[src/rtl/pattern_sequencer.sv]
// Serial pattern driver for a two-output detector: shifts a captured
// pattern out LSB first, drains, then reports per-run z1/z2 hit counts.
module pattern_sequencer #(
   parameter int PAT_WIDTH = 16,
   parameter int LEN_W     = 5,
   parameter int CNT_WIDTH = 8,
   parameter int DRAIN_CYC = 2
) (
   input  logic                 clk,
   input  logic                 rst_n,
   input  logic                 start,
   input  logic                 abort,
   input  logic [PAT_WIDTH-1:0] pattern,
   input  logic [LEN_W-1:0]     len,
   input  logic                 z1,
   input  logic                 z2,
   output logic                 a,
   output logic                 busy,
   output logic                 done,
   output logic [CNT_WIDTH-1:0] z1_count,
   output logic [CNT_WIDTH-1:0] z2_count
);

   localparam int RW = $clog2(PAT_WIDTH + 1);
   localparam int DW = (DRAIN_CYC > 1) ? $clog2(DRAIN_CYC) : 1;

   typedef enum logic [1:0] {IDLE, SHIFT, DRAIN, DONE} state_t;

   state_t               state;
   logic [PAT_WIDTH-1:0] shreg;
   logic [RW-1:0]        remain;
   logic [DW-1:0]        drain_cnt;
   logic [RW-1:0]        eff_len;

   always_comb begin
      eff_len = RW'(len);
      if (32'(len) > PAT_WIDTH) eff_len = RW'(PAT_WIDTH);
   end

   function automatic logic [CNT_WIDTH-1:0] bump(
      input logic [CNT_WIDTH-1:0] c,
      input logic                 z
   );
      return (z && (c != '1)) ? c + 1'b1 : c;
   endfunction

   always_ff @(posedge clk or negedge rst_n) begin
      if (!rst_n) begin
         state     <= IDLE;
         shreg     <= '0;
         remain    <= '0;
         drain_cnt <= '0;
         a         <= 1'b0;
         busy      <= 1'b0;
         done      <= 1'b0;
         z1_count  <= '0;
         z2_count  <= '0;
      end else begin
         done <= 1'b0;
         // The sample at an aborting edge still counts, so it sits outside the case.
         if (state == SHIFT || state == DRAIN) begin
            z1_count <= bump(z1_count, z1);
            z2_count <= bump(z2_count, z2);
         end
         unique case (state)
            IDLE: begin
               if (start) begin
                  z1_count <= '0;
                  z2_count <= '0;
                  shreg    <= pattern >> 1;
                  if (eff_len == '0) begin
                     remain <= '0;
                     state  <= DONE;
                     done   <= 1'b1;
                  end else begin
                     remain <= eff_len - 1'b1;
                     a      <= pattern[0];
                     busy   <= 1'b1;
                     state  <= SHIFT;
                  end
               end
            end
            SHIFT: begin
               if (abort) begin
                  state <= IDLE;
                  a     <= 1'b0;
                  busy  <= 1'b0;
               end else if (remain == '0) begin
                  a <= 1'b0;
                  if (DRAIN_CYC == 0) begin
                     state <= DONE;
                     done  <= 1'b1;
                     busy  <= 1'b0;
                  end else begin
                     state     <= DRAIN;
                     drain_cnt <= DW'(DRAIN_CYC - 1);
                  end
               end else begin
                  a      <= shreg[0];
                  shreg  <= shreg >> 1;
                  remain <= remain - 1'b1;
               end
            end
            DRAIN: begin
               if (abort) begin
                  state <= IDLE;
                  busy  <= 1'b0;
               end else if (drain_cnt == '0) begin
                  state <= DONE;
                  done  <= 1'b1;
                  busy  <= 1'b0;
               end else begin
                  drain_cnt <= drain_cnt - 1'b1;
               end
            end
            DONE: state <= IDLE;
            default: state <= IDLE;
         endcase
      end
   end

endmodule

[config.mk]
export PLATFORM = sky130hd
export DESIGN_NAME = pattern_sequencer
export DESIGN_NICKNAME = d
export VERILOG_FILES = /design/src/rtl/pattern_sequencer.sv
export SDC_FILE = /design/constraint.sdc
export NUM_CORES = 1
export LEC_CHECK = 0
export ABC_AREA = 1
export CAP_MARGIN = 10
export CORE_AREA = 4 4 78 80
export DETAILED_ROUTE_END_ITERATION = 6
export DIE_AREA = 0 0 82 84
export DONT_BUFFER_PORTS = 1
export PLACE_DENSITY = 0.6
export SLEW_MARGIN = 20
export SYNTH_ARGS = -nofsm -noshare
export SYNTH_HDL_FRONTEND = slang
export SYNTH_SLANG_ARGS = --single-unit
[constraint.sdc]
create_clock -name clk -period 1.94 [get_ports clk]
set_clock_uncertainty 0.2 [all_clocks]
set_input_delay 0.097 -clock clk [delete_from_list [all_inputs] [get_ports clk]]
set_output_delay 0.097 -clock clk [all_outputs]
set_load 0.005 [all_outputs]
==> results of run 1 <==
[power by group through the flow]
stage | logic, uW | registers (uW) | clock network [uW]
after floorplan | 1500 | 1400 | 0
after global placement | 1860 | 1460 | 0
after detailed placement | 1910 | 1460 | 0
after CTS | 1980 | 1440 | 592
after global routing | 2250 | 1490 | 628
final | 1980 | 1440 | 564
[flip-flops by register name (all words and copies together) (netlist names)]
signal     cells
a              1
busy           1
done           1
drain_cnt      1
remain         5
shreg         15
state          2
z1_count       8
z2_count       8
[worst paths after layout]
| kind | from | end | slack [ns] | cells past startpoint |
|---|---|---|---|---|
| max reg2reg | state[0] | z2_count[7] | 0.14 | 9 |
| max | len[4] | done | 0.06 | 7 |
| min | len[2] | a | 0.02 | 5 |
| max in group asynchronous | rst_n | remain[0] | 1.25 | 2 |
| min reg2reg | shreg[14] | shreg[14] | 0.28 | 2 |
| min in group asynchronous | rst_n | z2_count[7] | 0.10 | 2 |
[cell usage after synthesis (2+ instances only)]
library cell and n:
nand2_1 61, nor2_1 53, dfrtp_1 42, inv_1 31, o21ai_0 22, a21oi_1 15, o31ai_2 14, ha_1 9
nand3_1 8, xor2_1 6, buf_2 4, o22ai_1 3, buf_6 2, clkbuf_1 2, nand4_1 2, nor3_1 2
[cells in the final DEF, fill, tap and decap left out, drive strengths merged]
cell type / n
nand2: 62
nor2: 54
dfrtp: 42
inv: 32
dlygate4sd3: 28
o21ai: 24
a21oi: 15
o31ai: 15
buf: 11
ha: 9
nand3: 9
xor2: 6
clkbuf: 6
o22ai: 3
nand4: 2
nor3: 2
or2: 2
a22oi: 2
clkinv: 2
and3: 1
a31oi: 1
mux2i: 1
[metal layers]
layer	part of all wire, %	vias up	GRT usage [%]
met5	0	-	0
met4	1.4	0	4.53
met3	7.0	8	5.08
met2	46	58	26.1
met1	46	915	20.9
li1	-	1020	-
[what timing repair did]
action	4_1_cts	5_1_grt
endpoints found under the setup margin	0	28
resized for setup	0	8
hold buffers	29	0
endpoints found under the hold margin	81	0
[worst min-delay path: cells and delay by family]
family           cells  cell delay, ns
AO/OA/AOI/OAI        3            0.27
AND/OR/NAND/NOR      2            0.12
[stage by stage]
step	power (uW)	util (%)	setup slack (ns)	instances	area, um^2
floorplan	2900	-	0.292	290	2360
global placement	3320	46.1	0.0970	364	2490
detailed placement	3360	46.1	0.0436	364	2490
CTS	4020	53.4	0.0262	401	2880
global route	4360	53.7	0.00304	401	2900
finish	3980	53.7	0.0573	401	2900
[kinds of logic (layout without fill, tap and decap cells)]
group / after synthesis / in the layout / synth area share, %
buffers and inverters: 40 / 79 / 7.20
AND/OR/NAND/NOR: 132 / 132 / 22.8
multiplexers: 1 / 1 / 0.424
flip-flops: 42 / 42 / 44.5
XOR/XNOR: 6 / 6 / 2.22
AO/OA/AOI/OAI: 60 / 60 / 18.1
adder cells (fa/ha/maj): 9 / 9 / 4.77
[layout make-up]
cell class / instances / area [um^2]
fill: 516 / 2500
multi-input combinational: 208 / 1160
sequential: 42 / 1050
timing repair buffer: 39 / 395
inverter: 32 / 120
tap: 72 / 90.1
clock buffer: 6 / 72.6
clock inverter: 2 / 13.8
==> results.toml, run 1 <==
[status]
run_status = "complete, no violations"

[synth]
ys.flop_type = "dfrtp_1"
ys_seq_area_share_pct = 44.5
ys_warn_count = 0
syn_nets = 326
synth.area.top_cells = "dfrtp_1 44%, nand2_1 9.7%, nor2_1 8.4%"
syn-mean-instance-area_um2 = 8.15
synth_edf_count = 0
synth.distinct_cells = 30
synthCells = 290
async_flop_share_pct = 100
synth_top_area_share_pct = 44.5
synth_largest_area_cell = "dfrtp_1"
synth_area_um2 = 2360
synth-seq-cells = 42

[critical_path]
crit_family = "buffers and inverters"
start_kind = "input port"
critical-path-max-stage-delay_ns = 0.57
endpoint_kind = "flip-flop"
worst_path_max_delay_cell = "dlygate4sd3_1"
arrival_ns = 1.86
crit_path_max_fanout = 5
cp_num_buf_inv = 3
cp_common_cell = "dlygate4sd3_1"
path_cells = "dlygate4sd3_1, inv_2, nand2_1, ha_1, nand3_2, dlygate4sd3_1, o22ai_1"
path_class = "input port to flip-flop"
cp.required_ns = 1.92

[clock_tree]
clk_latency_ns = 0.29
path_clk_slew_ns = 0.08
cts_tree = "done"
cts.sinks = 42
cts-htree-levels = 2
cts_setup_buffers = 0
cts_made_buffers = 5
cts_buffer_depth = 2
root_buffer = "clkbuf_8"

[floorplan]
die_w_um = 82
start_util_pct = 43.7
ios = 46
core_area_um2 = 5410
num_rows = 27
die-area_um2 = 6890
die_y_um = 84

[layout]
drive_gt1_share_pct = 14.0
antenna_cells = 0
layout-area-overhead-vs-synth_pct = 22.9
layout.nets = 364

[timing]
period_minus_slack_ns = 1.88
setup_tns_ns = 0
rsz0062_at_grt = "false"
relSlewSlack_pct = 84.8
period_share_pct = 97.0
setup_viol_count_final = 0
tightest_slew_ns = 0.227
whs_ns = 0.0240
finalHoldViolCount = 0
max_freq_ghz = 0.531
finalMaxSlewViolations = 0

[pwr]
power.switching_uw = 1710
p_per_area_nw_per_um2 = 1370
p_sw_share_pct = 43.0
vdd_ir_drop_max_mv = 0.824
power.leakage_uw = 0.00141
clkPwrFrac_pct = 14.1
power.internal_uw = 2270
comb_power_share_pct = 49.7
seqPwrFrac_pct = 36.1

[route]
vias = 2001
drc = 0
dr.pass1.iters = 4
antenna_left = 0
avgViaCountPerCell = 4.99
drtIter0Drc = 58
wire_per_inst_um = 13.0
drt_wl_total_mm = 5.21

[min_path]
hold_class = "input port to flip-flop"

[place]
place_congestion = 0.839
io_buffers = 0
post-dp-hpwl_mm = 3.61

[grt]
track_usage_pct = 16.3
grt_pass1_wl_mm = 8.87
grt_start_max_net_pins = 43
globalRouteOverflowTotal = 0
first_global_vias = 1963
antenna_found_initial = 0

[job]
maxCapViolations = 0
Power figures use the tool's default switching activity.
==> run 2, diff against run 1 <==
==> constraint.sdc (replaced) <==
create_clock -name clk -period 1.94 [get_ports clk]
set_clock_uncertainty 0.2 [all_clocks]
set_input_delay 0.291 -clock clk [delete_from_list [all_inputs] [get_ports clk]]
set_output_delay 0.291 -clock clk [all_outputs]
set_load 0.005 [all_outputs]
==> run 2 against run 1 <==
Net effect:
- fmax grew 0.78%
- sequential power barely moved
- register-to-register slack worse by 0.07 ns
- global-route usage decreased by 1.1 points
- largest cell class unchanged
==> results.toml, run 2 (synthesized netlist as in run 1, its figures left out) <==
[layout]
reg_top3 = "shreg (15), z1_count (8), z2_count (8)"
largest_reg_flops = 15
final_util_pct = 50.6
drive_gt1_share_pct = 14.7
final_cell_mix = "61 x nand2_1, 51 x nor2_1, 42 x dfrtp_1, 30 x inv_1, 22 x o21ai_0"
final_common_cell = "nand2_1"
largest_register = "shreg"
antenna_cells = 0
layout.nets = 348
layout-area-overhead-vs-synth_pct = 15.7

[critical_path]
cp.required_ns = 1.92
critical-path-max-stage-delay_ns = 0.40
worst_path_max_delay_cell = "dfrtp_1"
crit_path_max_fanout = 3
path_class = "flip-flop to flip-flop"
ff2ff_path_depth = 9
endpoint_kind = "flip-flop"
cp_common_cell = "nand2_1"
r2r_slack_ns = 0.07
arrival_ns = 1.85
r2r-end = "z2_count[7]"
start_kind = "flip-flop"
path_cells = "inv_1, ha_2, nand2_1, inv_1, nand2_1, nor2_4, nand2_1, o21ai_0, nor2_1"
timing.rr.start = "state[1]"

[clock_tree]
cts.sinks = 42
cts-htree-levels = 2
clk_latency_ns = 0.30
cts_made_buffers = 5
cts_tree = "done"
path_clk_slew_ns = 0.08
cts_buffer_depth = 2
root_buffer = "clkbuf_8"
cts_setup_buffers = 0

[timing]
rsz0062_at_grt = "false"
relSlewSlack_pct = 85.3
tightest_slew_ns = 0.221
period_minus_slack_ns = 1.87
setup_tns_ns = 0
finalHoldViolCount = 0
setup_viol_count_final = 0
finalMaxSlewViolations = 0
period_share_pct = 96.3
max_freq_ghz = 0.535

[route]
drt_wl_total_mm = 4.95
drc = 0
avgViaCountPerCell = 5.00
antenna_left = 0
wire_per_inst_um = 12.9
vias = 1925
drtIter0Drc = 109
dr.pass1.iters = 4

[min_path]
hold_depth = 2
min_from = "pattern[8]"
hold_class = "input port to flip-flop"
holdPathEnd = "shreg[7]"

[floorplan]
core_area_um2 = 5410
die-area_um2 = 6890
ios = 46
start_util_pct = 43.7
die_y_um = 84
num_rows = 27
die_w_um = 82

[grt]
grt_start_max_net_pins = 43
first_global_vias = 1843
globalRouteOverflowTotal = 0
antenna_found_initial = 0
grt_pass1_wl_mm = 8.25
track_usage_pct = 15.2

[pwr]
power.leakage_uw = 0.00135
p_per_area_nw_per_um2 = 1450
vdd_ir_drop_max_mv = 0.711

[place]
place_congestion = 0.824
post-dp-hpwl_mm = 3.52
io_buffers = 0

[job]
maxCapViolations = 0

[status]
run_status = "complete, no violations"
[run 2: changes by cell type in the layout (fill, tap and decap cells not counted), sizes merged]
cell / delta
buf: +3
clkbuf: +1
clkinv: -1
dlygate4sd3: -19
[run 2: critical path: cells and delay by family, from the launching register on]
family,cells,cell delay (ns)
and+or+nand+nor,5,0.48
AOI/OAI and AO/OA,1,0.17
DFF,1,0.40
buffers and inverters,2,0.14
adders and majority gates,1,0.37
[run 2: through the flow]
step	setup slack, ns	hold slack [ns]	instances	total power (uW)	instance area [um^2]
4_1_cts	0.0410	0.00195	385	4010	2720
5_1_grt	0.00560	0.00472	385	4350	2730
3_5_place_dp	0.0151	-0.203	367	3360	2510
2_1_floorplan	0.141	-0.205	290	2900	2360
3_3_place_gp	0.0814	-0.204	367	3320	2510
6_report	0.0719	0.00983	385	3980	2730
[run 2: layout make-up]
class	instances	area (um^2)
Sequential cell	42	1050
Fill cell	529	2670
Tap cell	72	90.1
Timing Repair Buffer	23	228
Clock inverter	1	5.00
Clock buffer	7	86.3
Multi-Input combinational cell	208	1150
Inverter	32	120
[run 2: repair_timing]
action	4_1_cts	5_1_grt
hold buffers	10	0
endpoints found under the setup margin	0	7
gates resized for setup	0	5
hold endpoints to repair	50	0
[run 2: how the worst max path moves through the flow]
stage | startpoint | to | cells past startpoint
after global routing | state[1] | shreg[7] | 7
final | state[1] | z2_count[7] | 9
after detailed placement | len[2] | busy | 12
after global placement | len[2] | busy | 12
after floorplan | len[2] | busy | 12
after CTS | state[1] | z2_count[7] | 9
[run 2: layer usage]
layer | up-vias | share of wire (%) | GRT usage [%] | wire [um]
li1 | 989 | - | - | -
met1 | 882 | 45 | 19.2 | 2230
met2 | 47 | 45 | 24.2 | 2220
met3 | 7 | 8.5 | 4.75 | 420
met4 | 0 | 1.5 | 5.44 | 76
met5 | - | 0 | 0 | 0
[run 2: report_power, final]
group,switching (uW),leakage (uW),internal [uW]
combinational,1160,0.000768,789
clock,305,0.0000482,288
sequential,221,0.000537,1210
total,1690,0.00135,2290
